==> config.mk <==
export PLATFORM = sky130hd
export DESIGN_NAME = sort_host
export DESIGN_NICKNAME = d
export VERILOG_FILES = /design/src/rtl/sort_host.sv
export SDC_FILE = /design/constraint.sdc
export NUM_CORES = 1
export LEC_CHECK = 0
export ABC_AREA = 0
export BUFFER_PORTS_ARGS = -buffer_cell sky130_fd_sc_hd__clkbuf_2
export CELL_PAD_IN_SITES_DETAIL_PLACEMENT = 0
export CELL_PAD_IN_SITES_GLOBAL_PLACEMENT = 1
export CORE_ASPECT_RATIO = 1.2
export CORE_MARGIN = 2
export CORE_UTILIZATION = 25
export CTS_CLUSTER_DIAMETER = 150
export DETAILED_ROUTE_END_ITERATION = 6
export PLACE_DENSITY = 0.52
export REMOVE_ABC_BUFFERS = 1
export SYNTH_ARGS = -nofsm -noshare
export SYNTH_HDL_FRONTEND = slang
export SYNTH_SLANG_ARGS = --single-unit
==> constraint.sdc <==
create_clock -name clk -period 3.5 [get_ports clk]
set_clock_uncertainty 0.15 [all_clocks]
set_input_delay 0.175 -clock clk [delete_from_list [all_inputs] [get_ports clk]]
set_output_delay 0.175 -clock clk [all_outputs]
set_load 0.005 [all_outputs]
==> src/rtl/sort_host.sv <==
// rtl/sort_host.sv - host controller: stream load, sorter start/done handshake, sorted readback
// Define SORT_CHECK_EN to add a sticky order_err monitor on the readback stream.
module sort_host #(
    parameter int MAX_LEN = 255
) (
    input  logic       clk,
    input  logic       rst,
    input  logic       in_valid,
    output logic       in_ready,
    input  logic [7:0] in_data,
    input  logic       in_last,
    output logic       out_valid,
    input  logic       out_ready,
    output logic [7:0] out_data,
    output logic       out_last,
    input  logic       sort_rdy,
    output logic       sort_start,
    input  logic       sort_done,
    output logic       mem_sel,
    output logic [7:0] mem_addr,
    output logic [7:0] mem_wrdata,
    output logic       mem_wren,
    input  logic [7:0] mem_rddata,
    output logic       busy,
    output logic       overflow,
    output logic       order_err
);
    typedef enum logic [3:0] {
        S_IDLE, S_LOAD, S_WR_SIZE, S_ARM, S_WAIT_RDY,
        S_SORTING, S_RD_ISSUE, S_RD_WAIT, S_OUT_HOLD
    } state_t;

    localparam logic [7:0] LP_MAX = 8'(MAX_LEN);

    state_t     r_state;
    logic       r_in_ready;
    logic [7:0] r_count;
    logic [7:0] r_k;
    logic [7:0] r_out_data;
    logic [1:0] r_cyc;
    logic       r_overflow;

    logic       w_in_hs;
    logic       w_store;
    logic       w_last_k;
    logic       w_done;

    assign w_in_hs  = in_valid && r_in_ready;
    assign w_store  = w_in_hs && (r_count < LP_MAX);
    assign w_last_k = (r_k == r_count);
    // r_cyc counts cycles since the start pulse; ignore sort_rdy until the sorter has had time to drop it
    assign w_done   = (r_state == S_SORTING) && (r_cyc >= 2'd2) && (sort_done || sort_rdy);

    assign in_ready   = r_in_ready;
    assign out_valid  = (r_state == S_OUT_HOLD);
    assign out_last   = (r_state == S_OUT_HOLD) && w_last_k;
    assign out_data   = r_out_data;
    assign sort_start = (r_state == S_WAIT_RDY) && sort_rdy;
    assign mem_sel    = (r_state == S_ARM) || (r_state == S_WAIT_RDY) || (r_state == S_SORTING);
    assign busy       = (r_state != S_IDLE);
    assign overflow   = r_overflow;

    always_comb begin
        mem_wren   = 1'b0;
        mem_addr   = 8'd0;
        mem_wrdata = 8'd0;
        if (w_store) begin
            mem_wren   = 1'b1;
            mem_addr   = r_count + 8'd1;
            mem_wrdata = in_data;
        end else if (r_state == S_WR_SIZE) begin
            mem_wren   = 1'b1;
            mem_wrdata = r_count;
        end else if (r_state == S_RD_ISSUE) begin
            mem_addr   = r_k;
        end
    end

    always_ff @(posedge clk or negedge rst) begin
        if (!rst) begin
            r_state    <= S_IDLE;
            r_in_ready <= 1'b0;
            r_count    <= 8'd0;
            r_k        <= 8'd0;
            r_out_data <= 8'd0;
            r_cyc      <= 2'd0;
            r_overflow <= 1'b0;
        end else begin
            case (r_state)
                S_IDLE, S_LOAD: begin
                    r_in_ready <= 1'b1;
                    if (w_in_hs) begin
                        if (w_store)
                            r_count <= r_count + 8'd1;
                        // the first byte of a load clears the flag left by the previous load
                        r_overflow <= ((r_state == S_LOAD) && r_overflow) || !w_store;
                        if (in_last) begin
                            r_state    <= S_WR_SIZE;
                            r_in_ready <= 1'b0;
                        end else begin
                            r_state    <= S_LOAD;
                        end
                    end
                end
                S_WR_SIZE: r_state <= S_ARM;
                S_ARM:     r_state <= S_WAIT_RDY;
                S_WAIT_RDY: begin
                    if (sort_rdy) begin
                        r_cyc   <= 2'd1;
                        r_state <= S_SORTING;
                    end
                end
                S_SORTING: begin
                    if (r_cyc != 2'd3)
                        r_cyc <= r_cyc + 2'd1;
                    if (w_done) begin
                        r_k     <= 8'd1;
                        r_state <= S_RD_ISSUE;
                    end
                end
                S_RD_ISSUE: r_state <= S_RD_WAIT;
                S_RD_WAIT: begin
                    r_out_data <= mem_rddata;
                    r_state    <= S_OUT_HOLD;
                end
                S_OUT_HOLD: begin
                    if (out_ready) begin
                        if (w_last_k) begin
                            r_state    <= S_IDLE;
                            r_count    <= 8'd0;
                            r_in_ready <= 1'b1;
                        end else begin
                            r_k     <= r_k + 8'd1;
                            r_state <= S_RD_ISSUE;
                        end
                    end
                end
                default: r_state <= S_IDLE;
            endcase
        end
    end

`ifdef SORT_CHECK_EN
    logic [7:0] r_prev;
    logic       r_order_err;

    always_ff @(posedge clk or negedge rst) begin
        if (!rst) begin
            r_prev      <= 8'd0;
            r_order_err <= 1'b0;
        end else if (r_state == S_WR_SIZE) begin
            r_order_err <= 1'b0;
        end else if ((r_state == S_OUT_HOLD) && out_ready) begin
            if ((r_k > 8'd1) && (r_out_data < r_prev))
                r_order_err <= 1'b1;
            r_prev <= r_out_data;
        end
    end

    assign order_err = r_order_err;
`else
    assign order_err = 1'b0;
`endif

endmodule

==> results.cfg, run 1 <==
[run_status]
status = finished, final reports clean

[worst_setup_path]
cpPeakStageDelay_ns = 0.51
cp_common_cell = nand3_1
crit_buf_inv = 2
worstRegToRegCells = 7
cp-start-kind = flip-flop
crit_fanout = 31
cp_top_family = simple AND/OR/NAND/NOR gates
crit_required_ns = 3.17
reg2reg_from = r_state[1]
path_cells = ha_1 > and4_2 > nand2_1 > nand3_1 > buf_4 > nand3_1 > o21ai_0 > clkbuf_2
slowest_stage = dfrtp_1
cp-end-kind = output port
r2r_setup_slack_ns = 0.99
r2r-end = r_k[4]
path_depth = 8
crit_type = flip-flop to output port
cp_data_arrival_time_ns = 2.24

[min_path]
min_path_cells = 2
hold_path.class = input port to flip-flop
worstHoldStart = out_ready
hold_end = r_state[3]

[global_routing]
grt.total_usage = 0.139
antenna_found_initial = 0
grt_first_pass_wirelength_um = 10200
grt-ovfl-total = 0
grt_pass1_vias = 1983
grt_max_degree = 33

[cts]
clock_path_buffers = 2
worstSkewPairLatency_ns = 0.28
cts-root-buf = clkbuf_8
cts_buffers = 5
postCtsSetupBuffers = 0
clock-sinks = 32
htree_levels = 2
cts_tree = yes
clkTransAtPathRegs_ns = 0.07

[power]
seqPwrFrac = 0.407
p_leak_nw = 1.22
p_sw_frac = 0.407
p_comb_frac = 0.415
clockPowerShare = 0.178
total_power_w = 0.00153
powerDensity_nw_per_um2 = 580
vdd_ir_drop_max_mv = 0.293
p_int_w = 0.000910
power_switching_w = 0.000624

[die]
start_util = 0.260
die_area_um2 = 9300
fp.dieW_um = 88.4
die_h_um = 105
rows = 36
io_pins = 56
coreArea_um2 = 8200

[logic_synthesis]
synth-edff-count = 0
synth_ff_type = dfrtp_1
synth_seq_cells = 32
avgSynthCellArea_um2 = 8.54
synth_cell_types = 52
yosysSeqAreaShare = 0.375
synth.cell_area_um2 = 2130
async_flop_share = 1.00
synth-warning-count = 0
syn_inst = 250

[finish]
utilization = 0.322
fin_cells = 420
num-nets-final = 333
area.growth.synth_to_final_pct = 23.9
drive_gt1_frac = 0.281
diodes = 0
final_area_um2 = 2640

[detailed_routing]
wl_um = 6250
drcViolationCount = 0
dr.pass1.iters = 4
dr.first_iter.drc_count = 74
vias = 1995
wl_per_cell_um = 14.9
vias_per_cell = 4.75
ant_nets = 0

[place]
port_buffers = 54
gp_congestion = 0.721
dpl_cell_area_um2 = 2480
dp_cells = 404
dp_hpwl_um = 4620

[timing]
period_share = 0.732
finalCriticalPeriod_ns = 2.56
tightest_slew_ns = 0.859
slew-limit-headroom = 0.413
fmax_mhz = 390
tns_ns = 0
rsz0062_at_grt = false
finalHoldViolCount = 0
report.final.setup_viol = 0
slew_viol_final = 0

[job]
max_cap_violations = 0
Yosys cell counts, types with 5 or more instances:
cell | n | share of area
dfrtp_1 | 32 | 0.38
nand3_1 | 27 | 0.063
o21ai_0 | 27 | 0.063
nor2_1 | 20 | 0.035
nand2_1 | 19 | 0.033
inv_1 | 13 | 0.023
xor2_1 | 11 | 0.045
mux2_2 | 9 | 0.047
nor3_1 | 9 | 0.021
buf_2 | 8 | 0.019
a21oi_1 | 7 | 0.016
and3_1 | 5 | 0.015
registers in the layout (all words and copies together), names as in the netlist:
name,flops
r_state,4
r_cyc,2
r_count,8
out_data,8
in_ready,1
overflow,1
r_k,8
final cells by class:
| class | instances | area (um^2) |
|---|---|---|
| Clock inverter | 1 | 5.00 |
| Inverter | 14 | 52.6 |
| Clock buffer | 6 | 72.6 |
| Sequential cell | 32 | 801 |
| Multi-Input combinational cell | 188 | 1190 |
| Tap cell | 114 | 143 |
| Fill cell | 908 | 5550 |
| Timing Repair Buffer | 65 | 375 |
cells by family after synthesis:
| group | count (synthesis) | synth area share |
|---|---|---|
| simple gates | 101 | 0.249 |
| xor+xnor | 14 | 0.0610 |
| mux | 11 | 0.0569 |
| compound gates | 57 | 0.168 |
| other cells | 1 | 0.00176 |
| fa+ha+maj | 4 | 0.0234 |
| flops | 32 | 0.375 |
| buf+inv | 30 | 0.0651 |
per-stage QoR:
| step | setup slack [ns] | hold slack, ns |
|---|---|---|
| 6_report | 0.939 | 0.0530 |
| 5_1_grt | 0.753 | 0.0813 |
| 4_1_cts | 0.942 | 0.0501 |
| 3_5_place_dp | 1.01 | 0.180 |
| 3_3_place_gp | 1.09 | 0.181 |
| 2_1_floorplan | 1.32 | -0.271 |
worst max path at each step:
stage	startpoint	endpoint	slack, ns
3_5_place_dp	r_state[1]	r_k[4]	1.01
6_report	r_count[0]	mem_addr[5]	0.94
2_1_floorplan	r_count[0]	mem_addr[0]	1.32
4_1_cts	r_count[0]	mem_addr[7]	0.94
5_1_grt	r_state[1]	r_k[6]	0.75
3_3_place_gp	r_state[1]	r_k[6]	1.09
per-layer routing:
metal,wire length [um],share of wire,global-route usage
met1,2940,0.47,0.191
met5,0,0,0
met2,2860,0.46,0.220
met3,360,0.058,0.0321
met4,89,0.014,0.0357
power groups by stage:
stage	sequential [W]	clock, W	combinational [W]
floorplan	0.000597	0	0.000402
global placement	0.000628	0	0.000643
detailed placement	0.000630	0	0.000636
CTS	0.000624	0.000283	0.000648
global route	0.000646	0.000300	0.000722
finish	0.000625	0.000273	0.000636
cells in the final DEF, fill, tap and decap left out, types with 3 or more instances in the layout:
cell            n
clkbuf_2       54
dfrtp_1        32
nand3_1        27
o21ai_0        27
nor2_1         20
nand2_1        19
inv_1          13
xor2_1         11
nor3_1          9
mux2_2          9
dlygate4sd3_1   9
a21oi_1         7
and3_1          5
clkbuf_8        5
o22ai_1         4
ha_1            4
nand2b_1        3
a21o_2          3
or3_1           3
what timing repair did:
item / 4_1_cts / 5_1_grt
resized for setup: 0 / 0
endpoints found under the hold margin: 40 / 0
hold buffers: 9 / 0
Power figures use the tool's default switching activity.
==> run 2, diff against run 1 <==
Clock period 3.5 ns to 2.5 ns, I/O delays scaled along.
==> results.cfg, run 2 (same netlist as run 1, synthesis figures left out) <==
[cts]
clock-sinks = 32
worstSkewPairLatency_ns = 0.28
cts_tree = yes
postCtsSetupBuffers = 0
clkTransAtPathRegs_ns = 0.07
cts-root-buf = clkbuf_8
htree_levels = 2
clock_path_buffers = 2
cts_buffers = 5
post_cts_resized = 0

[worst_setup_path]
cp-end-kind = output port
crit_required_ns = 2.23
crit_fanout = 31
reg2reg_from = r_state[1]
r2r-end = r_k[6]
r2r_setup_slack_ns = 0.28
cp-start-kind = flip-flop
cp_data_arrival_time_ns = 2.06
crit_type = flip-flop to output port
worstRegToRegCells = 7

[detailed_routing]
vias = 2018
dr.first_iter.drc_count = 86
dr.pass1.iters = 4
vias_per_cell = 4.66
ant_nets = 0
drcViolationCount = 0
wl_per_cell_um = 14.4
wl_um = 6230

[timing]
fmax_mhz = 429
report.final.setup_viol = 0
finalHoldViolCount = 0
finalCriticalPeriod_ns = 2.33
slew_viol_final = 0
tightest_slew_ns = 0.847
slew-limit-headroom = 0.436
tns_ns = 0
period_share = 0.932
rsz0062_at_grt = false

[die]
die_area_um2 = 9300
coreArea_um2 = 8200
die_h_um = 105
fp.dieW_um = 88.4
start_util = 0.260
io_pins = 56
rows = 36

[min_path]
hold_path.class = input port to flip-flop
hold_end = overflow
min_path_cells = 3
worstHoldStart = in_valid

[place]
gp_congestion = 0.707
port_buffers = 54
dp_cells = 416
dp_hpwl_um = 4700

[power]
powerDensity_nw_per_um2 = 803
vdd_ir_drop_max_mv = 0.482
p_leak_nw = 1.29

[finish]
layout_common_cells = clkbuf_2, dfrtp_1, nand3_1, o21ai_0, nor2_1
drive_gt1_frac = 0.307
fin_cells = 433
num-nets-final = 346
diodes = 0
area.growth.synth_to_final_pct = 28.5
layout_commonest_cell = clkbuf_2
fillers = 891

[global_routing]
grt-ovfl-total = 0
grt_first_pass_wirelength_um = 10300
grt.total_usage = 0.141
antenna_found_initial = 0
grt_pass1_vias = 2057
grt_max_degree = 33

[run_status]
status = finished, final reports clean

[job]
max_cap_violations = 0
-- run 2: changes by cell type in the layout (fill, tap and decap cells not counted), sizes merged --
cell,change
buf,+12
dlygate4sd3,+1
-- run 2: worst max-delay path, stage by stage, from the launching register on --
cell and delay (ns):
dfrtp_1 0.45, ha_1 0.23, and4_2 0.21, nand2_1 0.09, nand3_1 0.10, buf_4 0.28, nand3_1 0.16, o21ai_0 0.12
clkbuf_2 0.15
-- run 2: report_power, final --
group          total (W)  internal (W)  switching, W  leakage, nW
Combinational   0.000966      0.000468      0.000498        0.846
Sequential      0.000854      0.000668      0.000186        0.400
Clock           0.000382      0.000189      0.000193       0.0410
Total            0.00220       0.00133      0.000877         1.29
-- run 2: per-layer routing --
metal / wire, um / share of wire / track usage
met5: 0 / 0 / 0
met4: 118 / 0.019 / 0.0455
met3: 332 / 0.053 / 0.0313
met2: 2990 / 0.48 / 0.230
met1: 2790 / 0.45 / 0.184
-- run 2: area by class of cell --
class | count | area, um^2 | area share
inverters | 14 | 52.6 | 0.0192
clock inverters | 1 | 5.00 | 0.00182
repair buffers | 78 | 475 | 0.173
multi-input cells | 188 | 1190 | 0.435
clock buffers | 6 | 72.6 | 0.0264
well taps | 114 | 143 | 0.0520
flip-flops and latches | 32 | 801 | 0.292
-- run 2: stage by stage --
step	utilization	cell area [um^2]	hold WS, ns	worst slack, ns	total power (W)
global placement	0.313	2570	0.140	0.298	0.00184
global route	0.335	2740	0.144	0.0465	0.00239
floorplan	-	2050	-0.321	0.373	0.00140
detailed placement	0.313	2570	0.140	0.287	0.00183
CTS	0.335	2740	0.0895	0.152	0.00224
finish	0.335	2740	0.0898	0.170	0.00220
-- run 2: how the worst max path moves through the flow --
stage                    start           to  slack (ns)  cells after the start
CTS                 r_count[1]  mem_addr[5]        0.15                      8
global route        r_count[1]  mem_addr[5]        0.05                      8
global placement    r_state[1]       r_k[6]        0.30                      7
floorplan           r_count[0]  mem_addr[0]        0.37                      5
detailed placement  r_state[1]       r_k[3]        0.29                      8
finish              r_count[1]  mem_addr[5]        0.17                      8
-- run 2: what timing repair did --
item                       4_1_cts  5_1_grt
setup endpoints to repair        0        0
hold buffers                    10        0
hold endpoints to repair        41        0
